**src/rtl/kiwi_wb_pkg.sv**
```systemverilog
// Shared writeback-arbiter types: scoreboard id width, default requester count,
// arbiter state encoding and the per-result writeback payload.
`ifndef SCOREBOARD_SIZE_WIDTH
`define SCOREBOARD_SIZE_WIDTH 4
`endif

package kiwi_wb_pkg;

    localparam int unsigned SCOREBOARD_SIZE_WIDTH = `SCOREBOARD_SIZE_WIDTH;
    localparam int unsigned WB_N_REQ              = 4;
    localparam int unsigned WB_RD_W               = 5;
    localparam int unsigned WB_XLEN               = 64;
    localparam int unsigned WB_ILEN               = 32;

    typedef enum logic {
        RUN        = 1'b0,
        WAIT_FLUSH = 1'b1
    } wb_arb_state_e;

    typedef struct packed {
        logic [WB_RD_W-1:0]               rd;
        logic [WB_XLEN-1:0]               value;
        logic [WB_XLEN-1:0]               pc;
        logic [WB_ILEN-1:0]               inst;
        logic [SCOREBOARD_SIZE_WIDTH-1:0] sid;
        logic                             redirect;
        logic [WB_XLEN-1:0]               redirect_pc;
    } wb_payload_t;

endpackage

```
**src/rtl/wb_age_select.sv**
```systemverilog
// Picks the oldest and second-oldest valid requesters by scoreboard age
// (sid - head, modulo 2^SW). Ties resolve to the lower index.
module wb_age_select
    import kiwi_wb_pkg::*;
#(
    parameter int unsigned N_REQ = WB_N_REQ,
    parameter int unsigned SW    = SCOREBOARD_SIZE_WIDTH
) (
    input  logic [N_REQ-1:0]    valid,
    input  logic [SW*N_REQ-1:0] sid,
    input  logic [SW-1:0]       sb_head,
    output logic [N_REQ-1:0]    g0_oh_c,
    output logic [N_REQ-1:0]    g1_oh_c,
    output logic                has0_c,
    output logic                has1_c
);

    logic [SW-1:0] age [N_REQ];

    // Age of each requester relative to the scoreboard head, wrapping.
    always_comb begin
        for (int k = 0; k < N_REQ; k++) begin
            age[k] = sid[k*SW +: SW] - sb_head;
        end
    end

    // Oldest valid requester; strict compare keeps the lower index on ties.
    always_comb begin
        logic [N_REQ-1:0] oh;
        logic             found;
        logic [SW-1:0]    best;
        oh    = '0;
        found = 1'b0;
        best  = '0;
        for (int k = 0; k < N_REQ; k++) begin
            if (valid[k] && (!found || (age[k] < best))) begin
                oh    = '0;
                oh[k] = 1'b1;
                found = 1'b1;
                best  = age[k];
            end
        end
        g0_oh_c = oh;
        has0_c  = found;
    end

    // Next-oldest valid requester with the first pick masked out.
    always_comb begin
        logic [N_REQ-1:0] oh;
        logic             found;
        logic [SW-1:0]    best;
        oh    = '0;
        found = 1'b0;
        best  = '0;
        for (int k = 0; k < N_REQ; k++) begin
            if (valid[k] && !g0_oh_c[k] && (!found || (age[k] < best))) begin
                oh    = '0;
                oh[k] = 1'b1;
                found = 1'b1;
                best  = age[k];
            end
        end
        g1_oh_c = oh;
        has1_c  = found;
    end

endmodule

```
**src/rtl/wb_port_arbiter.sv**
```systemverilog
// Schedules up to N_REQ execution-unit results onto the two writeback slots,
// oldest first, with one cycle of latency; squashes wrong-path results after a
// redirect until the flush comes back.
// Optional macro WB_ARB_PERF_CNT_EN adds conflict/squash performance counters.
module wb_port_arbiter
    import kiwi_wb_pkg::*;
#(
    parameter int unsigned N_REQ = WB_N_REQ,
    parameter int unsigned SW    = SCOREBOARD_SIZE_WIDTH
) (
    input  logic                 clk,
    input  logic                 rst_n,
    input  logic [N_REQ-1:0]     req_valid_i,
    output logic [N_REQ-1:0]     req_ready_o,
    input  logic [5*N_REQ-1:0]   req_rd_i,
    input  logic [64*N_REQ-1:0]  req_value_i,
    input  logic [64*N_REQ-1:0]  req_pc_i,
    input  logic [32*N_REQ-1:0]  req_inst_i,
    input  logic [SW*N_REQ-1:0]  req_sid_i,
    input  logic [N_REQ-1:0]     req_redirect_i,
    input  logic [64*N_REQ-1:0]  req_redirect_pc_i,
    input  logic [SW-1:0]        sb_head_i,
    input  logic                 flush_i,
    output logic                 inst0_wb_valid_o,
    output logic [4:0]           inst0_wb_rd_o,
    output logic [63:0]          inst0_wb_value_o,
    output logic [63:0]          inst0_wb_pc_o,
    output logic [31:0]          inst0_wb_inst_o,
    output logic [SW-1:0]        inst0_wb_sid_o,
    output logic                 inst0_wb_redirect_o,
    output logic [63:0]          inst0_wb_redirect_pc_o,
    output logic                 inst1_wb_valid_o,
    output logic [4:0]           inst1_wb_rd_o,
    output logic [63:0]          inst1_wb_value_o,
    output logic [63:0]          inst1_wb_pc_o,
    output logic [31:0]          inst1_wb_inst_o,
    output logic [SW-1:0]        inst1_wb_sid_o,
    output logic                 inst1_wb_redirect_o,
    output logic [63:0]          inst1_wb_redirect_pc_o
`ifdef WB_ARB_PERF_CNT_EN
    ,
    output logic [31:0]          perf_conflict_cnt_o,
    output logic [31:0]          perf_squash_cnt_o
`endif
);

    wb_arb_state_e    state_q, state_next;
    wb_payload_t      unit_pay [N_REQ];
    wb_payload_t      pay0_c, pay1_c;
    wb_payload_t      slot0_q, slot1_q;
    logic             valid0_q, valid1_q;
    logic [N_REQ-1:0] g0_oh_c, g1_oh_c, ready_c;
    logic             has0_c, has1_c, take0_c, take1_c;

    wb_age_select #(.N_REQ(N_REQ), .SW(SW)) u_age_select (
        .valid   (req_valid_i),
        .sid     (req_sid_i),
        .sb_head (sb_head_i),
        .g0_oh_c (g0_oh_c),
        .g1_oh_c (g1_oh_c),
        .has0_c  (has0_c),
        .has1_c  (has1_c)
    );

    // Unpack the flat per-unit buses into payload structs.
    always_comb begin
        for (int k = 0; k < N_REQ; k++) begin
            unit_pay[k].rd          = req_rd_i[k*5 +: 5];
            unit_pay[k].value       = req_value_i[k*64 +: 64];
            unit_pay[k].pc          = req_pc_i[k*64 +: 64];
            unit_pay[k].inst        = req_inst_i[k*32 +: 32];
            unit_pay[k].sid         = SCOREBOARD_SIZE_WIDTH'(req_sid_i[k*SW +: SW]);
            unit_pay[k].redirect    = req_redirect_i[k];
            unit_pay[k].redirect_pc = req_redirect_pc_i[k*64 +: 64];
        end
    end

    // One-hot payload mux for the two grants.
    always_comb begin
        pay0_c = '0;
        pay1_c = '0;
        for (int k = 0; k < N_REQ; k++) begin
            if (g0_oh_c[k]) pay0_c = unit_pay[k];
            if (g1_oh_c[k]) pay1_c = unit_pay[k];
        end
    end

    // Next state and grants; a flush drains every valid requester and wins.
    always_comb begin
        state_next = state_q;
        ready_c    = '0;
        take0_c    = 1'b0;
        take1_c    = 1'b0;
        if (flush_i) begin
            ready_c    = req_valid_i;
            state_next = RUN;
        end else begin
            case (state_q)
                RUN: begin
                    if (has0_c) begin
                        take0_c = 1'b1;
                        ready_c = ready_c | g0_oh_c;
                    end
                    if (has1_c && !pay0_c.redirect) begin
                        take1_c = 1'b1;
                        ready_c = ready_c | g1_oh_c;
                    end
                    if ((take0_c && pay0_c.redirect) || (take1_c && pay1_c.redirect)) begin
                        state_next = WAIT_FLUSH;
                    end
                end
                WAIT_FLUSH: begin
                end
                default: state_next = RUN;
            endcase
        end
    end

    // Ready is held low while reset is asserted.
    assign req_ready_o = ready_c & {N_REQ{rst_n}};

    // State and writeback slot registers; unused slots keep their payload.
    always_ff @(posedge clk or negedge rst_n) begin
        if (!rst_n) begin
            state_q  <= RUN;
            valid0_q <= 1'b0;
            valid1_q <= 1'b0;
            slot0_q  <= '0;
            slot1_q  <= '0;
        end else begin
            state_q  <= state_next;
            valid0_q <= take0_c;
            valid1_q <= take1_c;
            if (take0_c) slot0_q <= pay0_c;
            if (take1_c) slot1_q <= pay1_c;
        end
    end

    assign inst0_wb_valid_o       = valid0_q;
    assign inst0_wb_rd_o          = slot0_q.rd;
    assign inst0_wb_value_o       = slot0_q.value;
    assign inst0_wb_pc_o          = slot0_q.pc;
    assign inst0_wb_inst_o        = slot0_q.inst;
    assign inst0_wb_sid_o         = SW'(slot0_q.sid);
    assign inst0_wb_redirect_o    = slot0_q.redirect;
    assign inst0_wb_redirect_pc_o = slot0_q.redirect_pc;

    assign inst1_wb_valid_o       = valid1_q;
    assign inst1_wb_rd_o          = slot1_q.rd;
    assign inst1_wb_value_o       = slot1_q.value;
    assign inst1_wb_pc_o          = slot1_q.pc;
    assign inst1_wb_inst_o        = slot1_q.inst;
    assign inst1_wb_sid_o         = SW'(slot1_q.sid);
    assign inst1_wb_redirect_o    = slot1_q.redirect;
    assign inst1_wb_redirect_pc_o = slot1_q.redirect_pc;

`ifdef WB_ARB_PERF_CNT_EN
    logic [31:0] conflict_cnt_q, squash_cnt_q;

    // Count cycles with more than two results competing, and squash cycles.
    always_ff @(posedge clk or negedge rst_n) begin
        if (!rst_n) begin
            conflict_cnt_q <= '0;
            squash_cnt_q   <= '0;
        end else begin
            if ((state_q == RUN) && !flush_i && ($countones(req_valid_i) > 2)) begin
                conflict_cnt_q <= conflict_cnt_q + 32'd1;
            end
            if ((state_q == WAIT_FLUSH) || (flush_i && (|req_valid_i))) begin
                squash_cnt_q <= squash_cnt_q + 32'd1;
            end
        end
    end

    assign perf_conflict_cnt_o = conflict_cnt_q;
    assign perf_squash_cnt_o   = squash_cnt_q;
`endif

endmodule
```
**config.mk**
```make
export PLATFORM = sky130hd
export DESIGN_NAME = wb_port_arbiter
export DESIGN_NICKNAME = d
export VERILOG_FILES = /design/src/rtl/kiwi_wb_pkg.sv /design/src/rtl/wb_age_select.sv /design/src/rtl/wb_port_arbiter.sv
export SDC_FILE = /design/constraint.sdc
export NUM_CORES = 1
export LEC_CHECK = 0
export ABC_AREA = 1
export BUFFER_PORTS_ARGS = -buffer_cell sky130_fd_sc_hd__buf_4
export CAP_MARGIN = 20
export CORE_AREA = 8 8 551 553
export DETAILED_ROUTE_END_ITERATION = 10
export DIE_AREA = 0 0 559 561
export HOLD_SLACK_MARGIN = 0.08
export PLACE_DENSITY_LB_ADDON = 0.05
export SYNTH_ARGS = -nofsm -noshare
export SYNTH_HDL_FRONTEND = slang
export SYNTH_HIERARCHICAL = 1
export SYNTH_SLANG_ARGS = --single-unit
```
**constraint.sdc**
```tcl
create_clock -name clk -period 30.1 [get_ports clk]
set_input_delay 4.515 -clock clk [delete_from_list [all_inputs] [get_ports clk]]
set_output_delay 4.515 -clock clk [all_outputs]
set_load 0.02 [all_outputs]
```
Word-level counts from Yosys, hierarchy flattened
Cells that the tools add are included.
- bitwise logic cells: 2
- order comparisons: 6
- multiplexer cells: 49
- add/subtract/negate cells: 4
- reductions and logical operators: 31
- operators by type and width (kind ; count):
    two-way mux 234 bit ; 8
    two-way mux 4 bit ; 16
    < comparator 4 bit ; 6
    two-way mux 1 bit ; 23
    subtractor 4 bit ; 4
    logical AND 1 bit ; 13
    zero test 1 bit ; 11
    logical OR 1 bit ; 7
    AND 4 bit ; 1
    bitwise OR 4 bit ; 1
    two-way mux 3 bit ; 1
    two-way mux 2 bit ; 1
- logic and storage cells: 109
- register bits: 471
- bits of input ports: 947
- output and inout bits: 474

Longest topological paths before layout
- depth after elaboration: 38
- depth in mapped cells: 72
- gate-level depth less buffers: 70

By module
The synthesis kept the hierarchy.
- by module, submodules not included (module ; cells each ; sequential area each (sq um) ; times used ; area each (sq um)):
    wb_port_arbiter ; 4692 ; 11786.3 ; 1 ; 30835.8
    wb_age_select ; 210 ; 0.0 ; 1 ; 1310.0

Least setup slack after synthesis
Ideal clock, no wire load.
- kind: input -> output
- from: in sb_head_i[1]
- to: out req_ready_o[1]
- path slack: 14.230 ns
- buffers on the path: 3
- required time: 25.585 ns
- cell stages on the path: 62
- data arrival time: 11.355 ns
- cells stage by stage: inv_1 > ha_1 > nand2_1 > o21ai_0 > xor2_1 > nor2_1 > inv_1 > ha_1 > a21oi_1 > nand2_1 > nand2_2 > nand2_4 > o21ai_0 > ha_1 > a21oi_1 > nand2_1 > nand2_2 > nand2_4 > [26 not listed] > nand2_2 > nand2_4 > nand2_1 > o21ai_0 > ha_1 > nand2_1 > inv_1 > nand2_1 > nand2_2 > nand2_2 > a21oi_1 > buf_2 > buf_2 > buf_2 > inv_1 > nor2_1 > nor2_1 > nor2_1
- longest elaborated chain between the ends: 34
- ends and longest elaborated chain (item ; line ; text):
    start: declaration ; wb_port_arbiter.sv:22 ; input logic [SW-1:0] sb_head_i,
    subtractor 4 bit ; wb_age_select.sv:23 ; age[k] = sid[k*SW +: SW] - sb_head;
    two-way mux 4 bit ; wb_age_select.sv:36 ; if (valid[k] && (!found || (age[k] < best))) begin
    < comparator 4 bit ; wb_age_select.sv:36 ;
    logical OR 1 bit ; wb_age_select.sv:36 ;
    logical AND 1 bit ; wb_age_select.sv:36 ;
    two-way mux 4 bit / two-way mux 1 bit (equally long branches) ; wb_age_select.sv:36 ;
    < comparator 4 bit / zero test 1 bit (equally long branches) ; wb_age_select.sv:36 ;
    logical OR 1 bit ; wb_age_select.sv:36 ;
    [6 not listed] ; -- ;
    named net g0_oh_c[0] ; wb_port_arbiter.sv:52 ; logic [N_REQ-1:0] g0_oh_c, g1_oh_c, ready_c;
    [13 not listed] ; -- ;
    logical AND 1 bit ; wb_age_select.sv:56 ; if (valid[k] && !g0_oh_c[k] && (!found || (age[k] < best))) begin
    two-way mux 4 bit (*) ; wb_age_select.sv:56 ;
    named net g1_oh_c[1] ; wb_port_arbiter.sv:52 ;
    bitwise OR 4 bit (*) ; wb_port_arbiter.sv:106 ; ready_c = ready_c | g1_oh_c;
    two-way mux 4 bit (*) ; wb_port_arbiter.sv:104 ; if (has1_c && !pay0_c.redirect) begin
    two-way mux 4 bit (*) ; wb_port_arbiter.sv:98 ; case (state_q)
    two-way mux 4 bit (*) ; wb_port_arbiter.sv:94 ; if (flush_i) begin
    AND 4 bit (*) ; wb_port_arbiter.sv:120 ; assign req_ready_o = ready_c & {N_REQ{rst_n}};
    end: declaration ; wb_port_arbiter.sv:14 ; output logic [N_REQ-1:0] req_ready_o,
Mark *: on every way through the listed nets, which the timed path passes. The rest lies on a longest branch. The select of a mux whose other input is x is not followed.

Worst setup path in the final report
- from: in sb_head_i[1]
- to: out req_ready_o[2]
The elaborated chain is that of the path after synthesis.

==> results.py <==
metrics = {
    "outcome": {
        "outcome": "completed",
    },
    "power_and_ir_drop": {
        "leakage_power_summed_over_all_cells_nw": 23.5,
        "power_density_nw_per_um2": 102,
        "peakVddDrop_mv": 0.0505,
    },
    "clock_tree": {
        "clk_lat_worst_skew_ns": 0.82,
        "cts_tree": "done",
        "tritoncts.num_buffers": 86,
        "ctsHtreeMaxLevel": 3,
        "post_cts_setup_bufs": 0,
        "cts.sink_count": 471,
        "cts_hold_repair.buffers": 0,
        "clock-root-buffer": "clkbuf_16",
        "path_clk_slew_ns": 0.05,
        "cts.repair.resized": 0,
        "clock_path_buffers": 4,
    },
    "synth": {
        "synth_cells": 4902,
        "syn_avg_cell_area_sq_um": 6.56,
        "share_of_the_synthesized_area_in_compound_gates_ao_oa_aoi_oai_pct": 20.6,
        "synth-edff-count": 0,
        "synth_adder_area_share_pct": 1.42,
        "post_synth_and_or_nand_nor_area_fraction_pct": 34.6,
        "synth.area.mux_share_pct": 0,
        "dominant_combinational_cell_family_by_area_after_synthesis": "simple AND/OR/NAND/NOR gates",
        "yosysUniqueCellTypes": 31,
        "synth_sequential_area_ratio_pct": 36.7,
        "yosys_reg_bits": 471,
        "asyncSetResetFlopFracSynth_pct": 100,
        "synth.net_count": 5883,
        "synth.top_cells.by_area": "dfrtp_1, nand2_1, nand3_1",
        "syn_area_sq_um": 32100,
        "yosys.area_share.xor_xnor_pct": 0.327,
        "synth_top_area_cell": "dfrtp_1",
        "yosys_most_used_dff": "dfrtp_1",
        "share_of_yosys_cell_area_claimed_by_the_top_area_cell_type_pct": 36.7,
        "yosysWarningCount": 6,
    },
    "sta": {
        "worst-slew-pin-transition_ns": 1.24,
        "drv_slew": 0,
        "period_share_pct": 57.3,
        "setup_repair_after_global_routing_missed_its_margin": "false",
        "slew_headroom_pct": 17.4,
        "fin_setup_tns_ns": 0,
        "finClkSkew_ns": 0.0333,
        "setup_viol": 0,
        "hold_viol_final": 0,
        "fmax_mhz": 58.0,
        "timing.final.crit_period_ns": 17.25,
    },
    "placement": {
        "hpwlAfterDp_mm": 231,
        "gp_congestion": 0.817,
        "io_buffer_count": 1420,
        "placed_cells": 9908,
    },
    "die": {
        "num_io_pins": 1421,
        "fp.dieW_microns": 559,
        "core_region_area_sq_um": 295000,
        "die_y_microns": 561,
        "std_cell_rows": 200,
        "fp.dieArea_sq_um": 314000,
        "initial_utilization_pct": 10.9,
    },
    "critical_path": {
        "regToRegEndpoint": "inst1_wb_pc_o[31]$_DFFE_PN0P_",
        "cell_with_the_largest_stage_delay_on_the_worst_path": "inv_8",
        "worstRegToRegCells": 8,
        "cp_common_cell": "nand2_1",
        "arr_time_crit_path_ns": 12.74,
        "r2r-start": "state_q$_DFF_PN0_",
        "crit_path_max_cell_delay_ns": 0.45,
        "timing_worst_setup_path_type": "input pin to output pin",
        "data_required_critical_path_ns": 25.59,
        "critPathMaxFanout": 76,
        "rrSetupSlack_ns": 26.14,
        "critPathCaptureType": "output pin",
        "critPathLaunchType": "input pin",
    },
    "min_path": {
        "min_to": "inst1_wb_value_o[6]$_DFFE_PN0P_",
        "holdCritPathClass": "register to register",
        "hold_path_startpoint": "inst1_wb_value_o[6]$_DFFE_PN0P_",
        "min_path_cells": 2,
    },
    "global_route": {
        "groute.layer.met2.usage_pct": 33.5,
        "grt.met1_usage_pct": 22.5,
        "grt_overflow_total": 0,
        "grt_max_degree": 120,
        "globalRouteTotalUtil_pct": 19.3,
        "first_global_vias": 42500,
        "busiest_layer": "met2",
        "gr_layer_usage_met3_pct": 7.43,
        "grt_pass1_wl_mm": 423,
        "antenna_found_initial": 177,
    },
    "drt": {
        "wirelength_mm": 319,
        "first_iter_violations": 3249,
        "via_count": 41800,
        "first_pass_iters": 5,
        "antenna_left": 0,
        "remaining_drc_errors": 0,
        "avgRoutedWirePerCell_microns": 31.6,
        "routed_via_density": 4.14,
    },
    "flow_run": {
        "maxCapViolations": 0,
    },
    "layout": {
        "num-nets-final": 7038,
        "stdcell_count": 10100,
        "syn_to_final_growth_pct": 54.0,
        "drive_above_1_share_pct": 27.1,
    },
}
-- area by class of cell --
cell class / instances / area [sq um]
well taps: 3939 / 4930
flip-flops and latches: 471 / 11800
repair buffers: 1503 / 11400
fillers: 33900 / 246000
clock buffers: 133 / 2530
diodes: 44 / 110
inverters: 47 / 229
clock inverters: 13 / 131
multi-input cells: 3948 / 18400
-- report_power, final --
part	switching (W)	internal, W
clock	0.000422	0.000582
sequential	0.000181	0.000896
combinational	0.00208	0.000881
total	0.00268	0.00236
-- metal layers --
layer | wire length [microns] | up-vias
li1 | - | 19000
met1 | 126000 | 20500
met2 | 155000 | 1748
met3 | 28800 | 469
met4 | 7910 | 126
met5 | 809 | -
-- cells in the final DEF (no fill, tap or decap), types with 3 or more instances in the layout --
master | synthesis | routed
a21oi_1 | 483 | 481
buf_12 | 0 | 9
buf_4 | 18 | 1493
clkbuf_1 | 235 | 27
clkbuf_16 | 0 | 86
clkbuf_8 | 0 | 20
clkinv_2 | 0 | 6
dfrtp_1 | 471 | 471
diode_2 | 0 | 44
fa_1 | 4 | 4
ha_1 | 30 | 30
inv_1 | 43 | 40
inv_6 | 0 | 3
inv_8 | 0 | 7
nand2_1 | 1936 | 1935
nand2_2 | 13 | 13
nand2_4 | 3 | 4
nand3_1 | 714 | 714
nor2_1 | 23 | 22
nor2_4 | 1 | 4
o211ai_1 | 233 | 233
o21ai_0 | 433 | 433
o21ai_1 | 50 | 50
xnor2_1 | 5 | 5
xor2_1 | 7 | 7
-- Yosys cell counts, types with 2 or more instances --
library cell and number:
a21oi_1 483, a22oi_1 2, buf_1 44, buf_2 138, buf_4 18, clkbuf_1 235, dfrtp_1 471, fa_1 4
ha_1 30, inv_1 43, inv_2 4, nand2_1 1936, nand2_2 13, nand2_4 3, nand3_1 714, nor2_1 23
nor2_2 3, o211ai_1 233, o21ai_0 433, o21ai_1 50, or2_2 2, xnor2_1 5, xor2_1 7
-- kinds of logic (layout without fill, tap and decap cells) --
family	count (synthesis)	in the layout
xor gates and xnor gates	12	12
adders and majority gates	34	34
other	0	44
and+or+nand+nor	2698	2698
buffers and inverters	483	1696
AOI/OAI and AO/OA	1204	1204
DFF	471	471
-- registers in the layout, summed over array words and instances (netlist names), 5 cells and up --
name,count
inst0_wb_pc_o,64
inst0_wb_redirect_pc_o,64
inst0_wb_value_o,64
inst1_wb_pc_o,64
inst1_wb_redirect_pc_o,64
inst1_wb_value_o,64
inst0_wb_inst_o,32
inst1_wb_inst_o,32
inst0_wb_rd_o,5
inst1_wb_rd_o,5
-- critical path, delay by kind of cell --
kind / cells / cell delay (ns)
AND/OR/NAND/NOR: 35 / 2.90
adder cells (fa/ha/maj): 7 / 2.05
buffers and inverters: 9 / 1.72
AO/OA/AOI/OAI: 9 / 1.37
XOR/XNOR: 1 / 0.16
-- worst max path at each step --
stage	startpoint	end	slack, ns
after floorplan	sb_head_i[1]	req_ready_o[1]	14.23
after global placement	sb_head_i[1]	req_ready_o[2]	12.47
after detailed placement	sb_head_i[1]	req_ready_o[2]	12.65
after CTS	sb_head_i[1]	req_ready_o[2]	12.64
after global routing	sb_head_i[1]	req_ready_o[2]	11.96
final	sb_head_i[1]	req_ready_o[2]	12.85
-- metrics by stage --
step / power [W] / instance area [sq um] / utilization [%] / setup WS, ns / hold WS [ns]
after detailed placement: 0.00414 / 46700 / 15.8 / 12.65 / 0.467
after floorplan: 0.00253 / 32100 / - / 14.23 / 0.561
after global routing: 0.00541 / 49400 / 16.8 / 11.96 / 0.502
after CTS: 0.00521 / 49400 / 16.7 / 12.64 / 0.482
final: 0.00504 / 49500 / 16.8 / 12.85 / 0.477
after global placement: 0.00416 / 46700 / 15.8 / 12.47 / 0.464
(Power assumes the default switching activity.)
